<file path="config.mk">
export PLATFORM = sky130hd
export DESIGN_NAME = dict_match_scheduler_flat
export DESIGN_NICKNAME = d
export VERILOG_FILES = /design/src/rtl/dict_match_scheduler_pkg.sv /design/src/rtl/dict_match_scheduler_if.sv /design/src/rtl/dict_match_scheduler_word_decoder.sv /design/src/rtl/dict_match_scheduler.sv /design/src/flat_wrapper.sv
export SDC_FILE = /design/constraint.sdc
export NUM_CORES = 1
export LEC_CHECK = 0
export CORE_AREA = 2 2 249 275
export DETAILED_ROUTE_END_ITERATION = 10
export DIE_AREA = 0 0 251 277
export PLACE_DENSITY = 0.62
export SYNTH_ARGS = -nofsm -noshare
export SYNTH_HDL_FRONTEND = slang
export SYNTH_SLANG_ARGS = --single-unit
</file>
<file path="constraint.sdc">
create_clock -name i_clk -period 5.8 [get_ports i_clk]
set_input_delay 1.45 -clock i_clk [delete_from_list [all_inputs] [get_ports i_clk]]
set_output_delay 1.45 -clock i_clk [all_outputs]
set_load 0.005 [all_outputs]
</file>
<file path="src/rtl/dict_match_scheduler_pkg.sv">
// Shared types and constants for the dictionary-match scheduler.
// Holds the FSM state type, the best-match record and the full-match count.
package dict_match_scheduler_pkg;

    localparam int         MAX_IDX_W      = 16;
    localparam logic [1:0] FULL_MATCH_CNT = 2'd3;

    typedef enum logic [1:0] {
        IDLE,
        SCAN,
        RESULT,
        UPDATE
    } state_e;

    typedef struct packed {
        logic                 hit;
        logic [MAX_IDX_W-1:0] idx;
        logic [1:0]           count;
    } match_res_t;

endpackage

</file>
<file path="src/rtl/dict_match_scheduler_if.sv">
// Word-input and result handshake bundle of the dictionary-match scheduler.
// The slave modport is the scheduler side; the master modport is its environment.
interface dict_match_scheduler_if #(
    parameter int DICT_DEPTH = 16
);
    localparam int IDX_W = $clog2(DICT_DEPTH);

    logic             i_word_valid;
    logic             o_word_ready;
    logic [31:0]      i_word;
    logic             i_flush;
    logic             o_res_valid;
    logic             i_res_ready;
    logic             o_res_hit;
    logic [IDX_W-1:0] o_res_idx;
    logic [1:0]       o_res_count;
    logic [31:0]      o_res_word;

    modport slave (
        input  i_word_valid, i_word, i_flush, i_res_ready,
        output o_word_ready, o_res_valid, o_res_hit, o_res_idx, o_res_count, o_res_word
    );

    modport master (
        output i_word_valid, i_word, i_flush, i_res_ready,
        input  o_word_ready, o_res_valid, o_res_hit, o_res_idx, o_res_count, o_res_word
    );

endinterface

</file>
<file path="src/rtl/dict_match_scheduler_word_decoder.sv">
// Turns a 4-bit byte-equality vector into a match count and a contiguity flag.
// count: 4 equal bytes -> 3, 3 -> 2, 2 -> 1, fewer -> 0; align: set bits contiguous and non-empty.
module word_decoder (
    input  logic [3:0] cmp,
    output logic [1:0] count,
    output logic       align
);

    always_comb begin
        count = 2'd0;
        align = 1'b0;
        case (cmp)
            4'b1111:                                     count = 2'd3;
            4'b0111, 4'b1011, 4'b1101, 4'b1110:          count = 2'd2;
            4'b0011, 4'b0101, 4'b0110, 4'b1001,
            4'b1010, 4'b1100:                            count = 2'd1;
            default:                                     count = 2'd0;
        endcase
        case (cmp)
            4'b0001, 4'b0010, 4'b0100, 4'b1000,
            4'b0011, 4'b0110, 4'b1100,
            4'b0111, 4'b1110, 4'b1111:                   align = 1'b1;
            default:                                     align = 1'b0;
        endcase
    end

endmodule

</file>
<file path="src/rtl/dict_match_scheduler.sv">
// FIFO-replacement dictionary search: one entry compared per cycle, best match reported.
// Optional DICT_EARLY_EXIT_EN ends the scan on the first full match.
module dict_match_scheduler
    import dict_match_scheduler_pkg::*;
#(
    parameter int DICT_DEPTH = 16
) (
    input  logic                   i_clk,
    input  logic                   i_reset,
    dict_match_scheduler_if.slave  bus
);

    localparam int IDX_W = $clog2(DICT_DEPTH);

    state_e           state;
    logic [31:0]      dict_mem [DICT_DEPTH];
    logic [DICT_DEPTH-1:0] dict_vld;
    logic [IDX_W-1:0] wr_ptr;
    logic [IDX_W-1:0] scan_idx;
    logic             flush_pend;
    logic [31:0]      word_q;
    match_res_t       best;
    match_res_t       best_nxt;
    logic             word_ready_q;
    logic             res_valid_q;
    match_res_t       res_q;
    logic [31:0]      res_word_q;
    logic [3:0]       cmp_vec;
    logic [1:0]       dec_count;
    logic             dec_align;
    logic             qualify;
    logic             scan_last;
    logic             scan_done;
    logic             word_acc;
    logic             unused_idx_hi;

    function automatic logic [3:0] byte_cmp(input logic [31:0] a, input logic [31:0] b);
        logic [3:0] eq;
        for (int k = 0; k < 4; k++) begin
            eq[k] = (a[8*k +: 8] == b[8*k +: 8]);
        end
        return eq;
    endfunction

    assign cmp_vec = byte_cmp(word_q, dict_mem[scan_idx]);

    word_decoder u_word_decoder (
        .cmp   (cmp_vec),
        .count (dec_count),
        .align (dec_align)
    );

    assign qualify   = dec_align && (dec_count != 2'd0);
    // Entries fill from index 0, so the first invalid slot marks the end of the scan.
    assign scan_last = (scan_idx == IDX_W'(DICT_DEPTH - 1)) || !dict_vld[scan_idx + IDX_W'(1)];
    assign word_acc  = bus.i_word_valid && word_ready_q;

`ifdef DICT_EARLY_EXIT_EN
    assign scan_done = scan_last || (qualify && (dec_count == FULL_MATCH_CNT));
`else
    assign scan_done = scan_last;
`endif

    // Strictly greater count wins, so ties keep the lower index.
    always_comb begin
        best_nxt = best;
        if (qualify && (!best.hit || (dec_count > best.count))) begin
            best_nxt.hit   = 1'b1;
            best_nxt.idx   = MAX_IDX_W'(scan_idx);
            best_nxt.count = dec_count;
        end
    end

    always_ff @(posedge i_clk) begin
        if (i_reset) begin
            state        <= IDLE;
            dict_vld     <= '0;
            wr_ptr       <= '0;
            flush_pend   <= 1'b0;
            word_ready_q <= 1'b0;
            res_valid_q  <= 1'b0;
            res_q        <= '0;
            res_word_q   <= '0;
        end else begin
            if (bus.i_flush) flush_pend <= 1'b1;
            case (state)
                IDLE: begin
                    if (flush_pend) begin
                        dict_vld     <= '0;
                        flush_pend   <= bus.i_flush;
                        word_ready_q <= !bus.i_flush;
                    end else if (word_acc) begin
                        word_ready_q <= 1'b0;
                        if (|dict_vld) begin
                            state <= SCAN;
                        end else begin
                            state       <= RESULT;
                            res_valid_q <= 1'b1;
                            res_q       <= '0;
                            res_word_q  <= bus.i_word;
                        end
                    end else begin
                        word_ready_q <= !bus.i_flush;
                    end
                end
                SCAN: begin
                    if (scan_done) begin
                        state       <= RESULT;
                        res_valid_q <= 1'b1;
                        res_q       <= best_nxt;
                        res_word_q  <= word_q;
                    end
                end
                RESULT: begin
                    if (bus.i_res_ready) begin
                        state       <= UPDATE;
                        res_valid_q <= 1'b0;
                    end
                end
                UPDATE: begin
                    // A full match already lives in the dictionary; anything else is inserted.
                    if (res_q.count != FULL_MATCH_CNT) begin
                        dict_vld[wr_ptr] <= 1'b1;
                        wr_ptr           <= wr_ptr + IDX_W'(1);
                    end
                    state        <= IDLE;
                    word_ready_q <= !(flush_pend || bus.i_flush);
                end
                default: state <= IDLE;
            endcase
        end
    end

    always_ff @(posedge i_clk) begin
        if (word_acc) begin
            word_q   <= bus.i_word;
            scan_idx <= '0;
            best     <= '0;
        end else if (state == SCAN) begin
            scan_idx <= scan_idx + IDX_W'(1);
            best     <= best_nxt;
        end
        if ((state == UPDATE) && (res_q.count != FULL_MATCH_CNT)) begin
            dict_mem[wr_ptr] <= word_q;
        end
    end

    assign bus.o_word_ready = word_ready_q;
    assign bus.o_res_valid  = res_valid_q;
    assign bus.o_res_hit    = res_q.hit;
    assign bus.o_res_idx    = res_q.idx[IDX_W-1:0];
    assign bus.o_res_count  = res_q.count;
    assign bus.o_res_word   = res_word_q;
    assign unused_idx_hi    = ^res_q.idx[MAX_IDX_W-1:IDX_W];

endmodule

</file>
<file path="src/flat_wrapper.sv">
// flat-port wrapper written by rule: the top's interface ports become plain ports
module dict_match_scheduler_flat import dict_match_scheduler_pkg::*;
#(
    parameter int DICT_DEPTH = 16
)
  (i_clk, i_reset, bus_i_word_valid, bus_i_word, bus_i_flush, bus_i_res_ready, bus_o_word_ready, bus_o_res_valid, bus_o_res_hit, bus_o_res_idx, bus_o_res_count, bus_o_res_word);
  dict_match_scheduler_if #(.DICT_DEPTH(DICT_DEPTH)) bus_i ();
  input  logic i_clk;
  input  logic i_reset;
  input wire logic [$bits(bus_i.i_word_valid)-1:0] bus_i_word_valid;
  input wire logic [$bits(bus_i.i_word)-1:0] bus_i_word;
  input wire logic [$bits(bus_i.i_flush)-1:0] bus_i_flush;
  input wire logic [$bits(bus_i.i_res_ready)-1:0] bus_i_res_ready;
  output wire logic [$bits(bus_i.o_word_ready)-1:0] bus_o_word_ready;
  output wire logic [$bits(bus_i.o_res_valid)-1:0] bus_o_res_valid;
  output wire logic [$bits(bus_i.o_res_hit)-1:0] bus_o_res_hit;
  output wire logic [$bits(bus_i.o_res_idx)-1:0] bus_o_res_idx;
  output wire logic [$bits(bus_i.o_res_count)-1:0] bus_o_res_count;
  output wire logic [$bits(bus_i.o_res_word)-1:0] bus_o_res_word;
  assign bus_i.i_word_valid = bus_i_word_valid;
  assign bus_i.i_word = bus_i_word;
  assign bus_i.i_flush = bus_i_flush;
  assign bus_i.i_res_ready = bus_i_res_ready;
  assign bus_o_word_ready = bus_i.o_word_ready;
  assign bus_o_res_valid = bus_i.o_res_valid;
  assign bus_o_res_hit = bus_i.o_res_hit;
  assign bus_o_res_idx = bus_i.o_res_idx;
  assign bus_o_res_count = bus_i.o_res_count;
  assign bus_o_res_word = bus_i.o_res_word;
  dict_match_scheduler #(.DICT_DEPTH(DICT_DEPTH)) u_core (.i_clk(i_clk), .i_reset(i_reset), .bus(bus_i));
endmodule
</file>
==> summary.txt <==
Worst setup path
  – Worst path arrival time: 5780 ps
  – Worst r2r dst: u_core.best[1]
  – R2R cell count: 18
  – CP Capture Type: register
  – Critical Path Start Type: register
  – R2R setup slack: 530 ps
  – Critical path class: register to register
  – Required time worst endpoint: around 6300 ps
  – Worst Path Max Fanout: 36

Power and ir drop
  – Leakage: between 9 and 10 nW
  – Peak supply drop: 0.276 mV
  – PwrDens: 420 nW/um2

Logic synthesis
  – Synth Instances: 1,399
  – Syn. warnings: 0
  – Synth area leaders: edfxtp_1 (65%), mux4_2 (9.1%), dfxtp_1 (6.3%)
  – Async set or reset register ratio after synthesis: 0%
  – Number of synthesized flops with an enable pin: ~540
  – FF+latch count, synth: around 620
  – Distinct cells, synth: 68
  – Largest area contributor in the synthesized netlist: edfxtp_1
  – Syn_area_per_cell: roughly 18 um2
  – Syn Nets: about 1,500
  – Seq/Total Area, Yosys: between 70 and 80%
  – Commonest register cell after synthesis: edfxtp_1
  – Synthesized cell area: 25,100 um2
  – Yosys top cell area share: roughly two thirds

Hold path
  – Beginning of the worst hold path: u_core.bus.o_res_hit
  – Hold EP: u_core.bus.o_res_hit
  – Depth of the worst hold-timing path: 2
  – Worst hold path type: register to register

Clocking
  – CTS Buffer Depth: 3
  – Total CTS buffers: 59
  – Clk Latency, worst-skew pair: about 620 ps
  – # H-tree levels: 2
  – Setup Fix Bufs, Post-CTS: 0
  – CTS tree: done
  – Hold buffers post-CTS: 0
  – Clock Sink Count: 623
  – Root buf cell: clkbuf_16
  – PostCTS Resize Cnt: 0
  – Clock slew at reported path FFs: ~70 ps

STA
  – Setup_tns: 0 ps
  – Post-layout minimum cycle time: 5270 ps
  – Layout Skew: 15.3 ps
  – Slew Viols, Final: 0
  – Slew headroom: a little under two fifths
  – RSZ-0062 raised after global routing: false
  – Actual slew at the worst max-slew pin: approximately 950 ps
  – Endpoints failing setup: 0
  – Hold Slack: about 480 ps
  – Final hold vios: 0
  – Final period utilization: 90.8%
  – Peak Freq: around 190 MHz

Layout
  – # nets final: 1,561
  – FILL cells: 5,910
  – Area growth syn-to-layout: 15.5%
  – Antenna cell count: 0
  – Fin area: 29,000 um2
  – Share of cells above drive strength 1: ~18%

Route
  – Number of remaining DRC errors: 0
  – DRT Pass-1 Iters: 5
  – Post-route ant nets: 0
  – Vias/cell: 5.36
  – Vias: around 13,000
  – Drt initial violations: ~1,100
  – Routed WL per cell: 23.6 um
  – Routed WL: roughly 57,000 um

Run
  – Max-Cap Viols: 0

Global route
  – Global-route wire length before repair: 85,800 um
  – GRT Resource Usage Total: between 10% and 20%
  – Initial antenna violation count: 1
  – Global Route met3 Usage: approximately 2.8%
  – Pin count of the biggest net entering global routing: 60
  – GR Layer Usage met1: 22.3%
  – Met2 usage: 27.4%
  – Busiest layer in global routing: met2
  – Vias in the first global route: ~13,000
  – Total grt overflow: 0

Die
  – Full die area: between 60,000 and 70,000 um2
  – Die Y-Extent: approximately 280 um
  – Initial core utilization: 37.4%
  – Core ar.: around 67,000 um2
  – FP Rows: 100
  – Boundary Pins: 78
  – Chip Width: 251 um

Placement
  – Dpl cell area: between 20,000 and 30,000 um2
  – # port buffers: between 70 and 80
  – Detailed Place HPWL: 33,000 um
  – Gpl congestion: between 0.7 and 0.8

Outcome
  – Outcome: finished clean
[how the worst max path moves through the flow]
stage | start | endpoint | slack (ps) | cells past startpoint
finish | register | u_core.best[1] | 530 | 18
global route | register | u_core.best[1] | 120 | 18
CTS | register | u_core.best[1] | 400 | 17
detailed placement | register | u_core.best[1] | 420 | 17
global placement | register | u_core.bus.o_res_idx[3] | 610 | 16
floorplan | register | u_core.bus.o_res_idx[0] | 1770 | 20
[registers in the layout (all words and copies together) (netlist names), 2 cells and up, named ones only]
| signal | cells |
|---|---|
| u_core.best | 7 |
| u_core.bus.o_res_count | 2 |
| u_core.bus.o_res_idx | 4 |
| u_core.bus.o_res_word | 32 |
| u_core.dict_mem | 512 |
| u_core.dict_vld | 16 |
| u_core.scan_idx | 4 |
| u_core.state | 2 |
| u_core.word_q | 32 |
| u_core.wr_ptr | 4 |
[worst max-delay path, cell delays in order (launching register included)]
cell       delay (ps)
dfxtp_4           830
buf_12            350
mux4_2            340
mux2_2            300
or2_0             230
a2111oi_1         290
o32ai_1           140
nand4b_1          380
inv_1             180
ha_1              160
nor3b_1           180
a221o_1           270
inv_1             130
ha_1              290
nand2_1            70
o21ai_0           100
nand2_1           150
o2111ai_2         330
a211oi_1          390
[synth_stat cells (all sizes together), types with 14 or more instances]
library cell	instances
nand3	17
nor3	14
a21oi	26
nand2	24
dfxtp	79
edfxtp	544
clkbuf	30
buf	47
ha	16
mux4	102
nor2	90
xor2	28
o21ai	15
a211oi	40
mux2i	150
xnor2	44
inv	17
[kinds of logic (layout without fill, tap and decap cells)]
logic type                 after synthesis  count (layout)  synth area share, %
muxes                                  262             262                 15.6
AOI/OAI and AO/OA                      139             139                 4.02
DFF                                    623             623                 71.3
adders and majority gates               16              16                0.797
and+or+nand+nor                        191             191                 3.61
buffers and inverters                   96             253                 2.15
xor gates and xnor gates                72              72                 2.51
[metrics by stage]
step	setup slack [ps]	instances	total power [mW]	utilization, %
after global routing	122	2423	12.7	43.3
after global placement	615	2313	8.35	40.3
after CTS	395	2422	12.3	43.2
after detailed placement	416	2313	8.40	40.3
final	531	2423	12.2	43.3
after floorplan	1770	1399	7.58	-
[area by class of cell]
type	count	area [um2]	area share [%]
Clock buffer	77	1620	5.57
Clock inverter	32	325	1.12
Inverter	19	71.3	0.246
Multi-Input combinational cell	680	6790	23.4
Sequential cell	623	17900	61.8
Tap cell	867	1080	3.74
Timing Repair Buffer	125	1200	4.12
[where the power goes]
part	total, mW	switching, mW	internal [mW]
logic	2.92	1.49	1.43
clock network	3.87	1.64	2.23
registers	5.38	0.310	5.07
total	12.2	3.44	8.73
[cell usage in the layout, fill, tap and decap left out, types with 17 or more instances in the layout]
master and n:
edfxtp_1 544, mux2i_1 150, mux4_2 102, nor2_1 78, clkdlybuf4s50_1 76, dfxtp_1 75, clkbuf_16 61, xnor2_1 44
buf_4 43, a211oi_1 39, xor2_1 28, a21oi_1 26, nand2_1 24, nand3_1 17
[metal layers]
layer | share of wire [%] | wire [um] | up-vias
li1 | - | - | 5753
met1 | 44 | 24900 | 6792
met3 | 5.4 | 3070 | 81
met2 | 49 | 28100 | 371
met4 | 2.1 | 1190 | 2
met5 | 0.016 | 9 | -
Power figures use the tool's default switching activity.
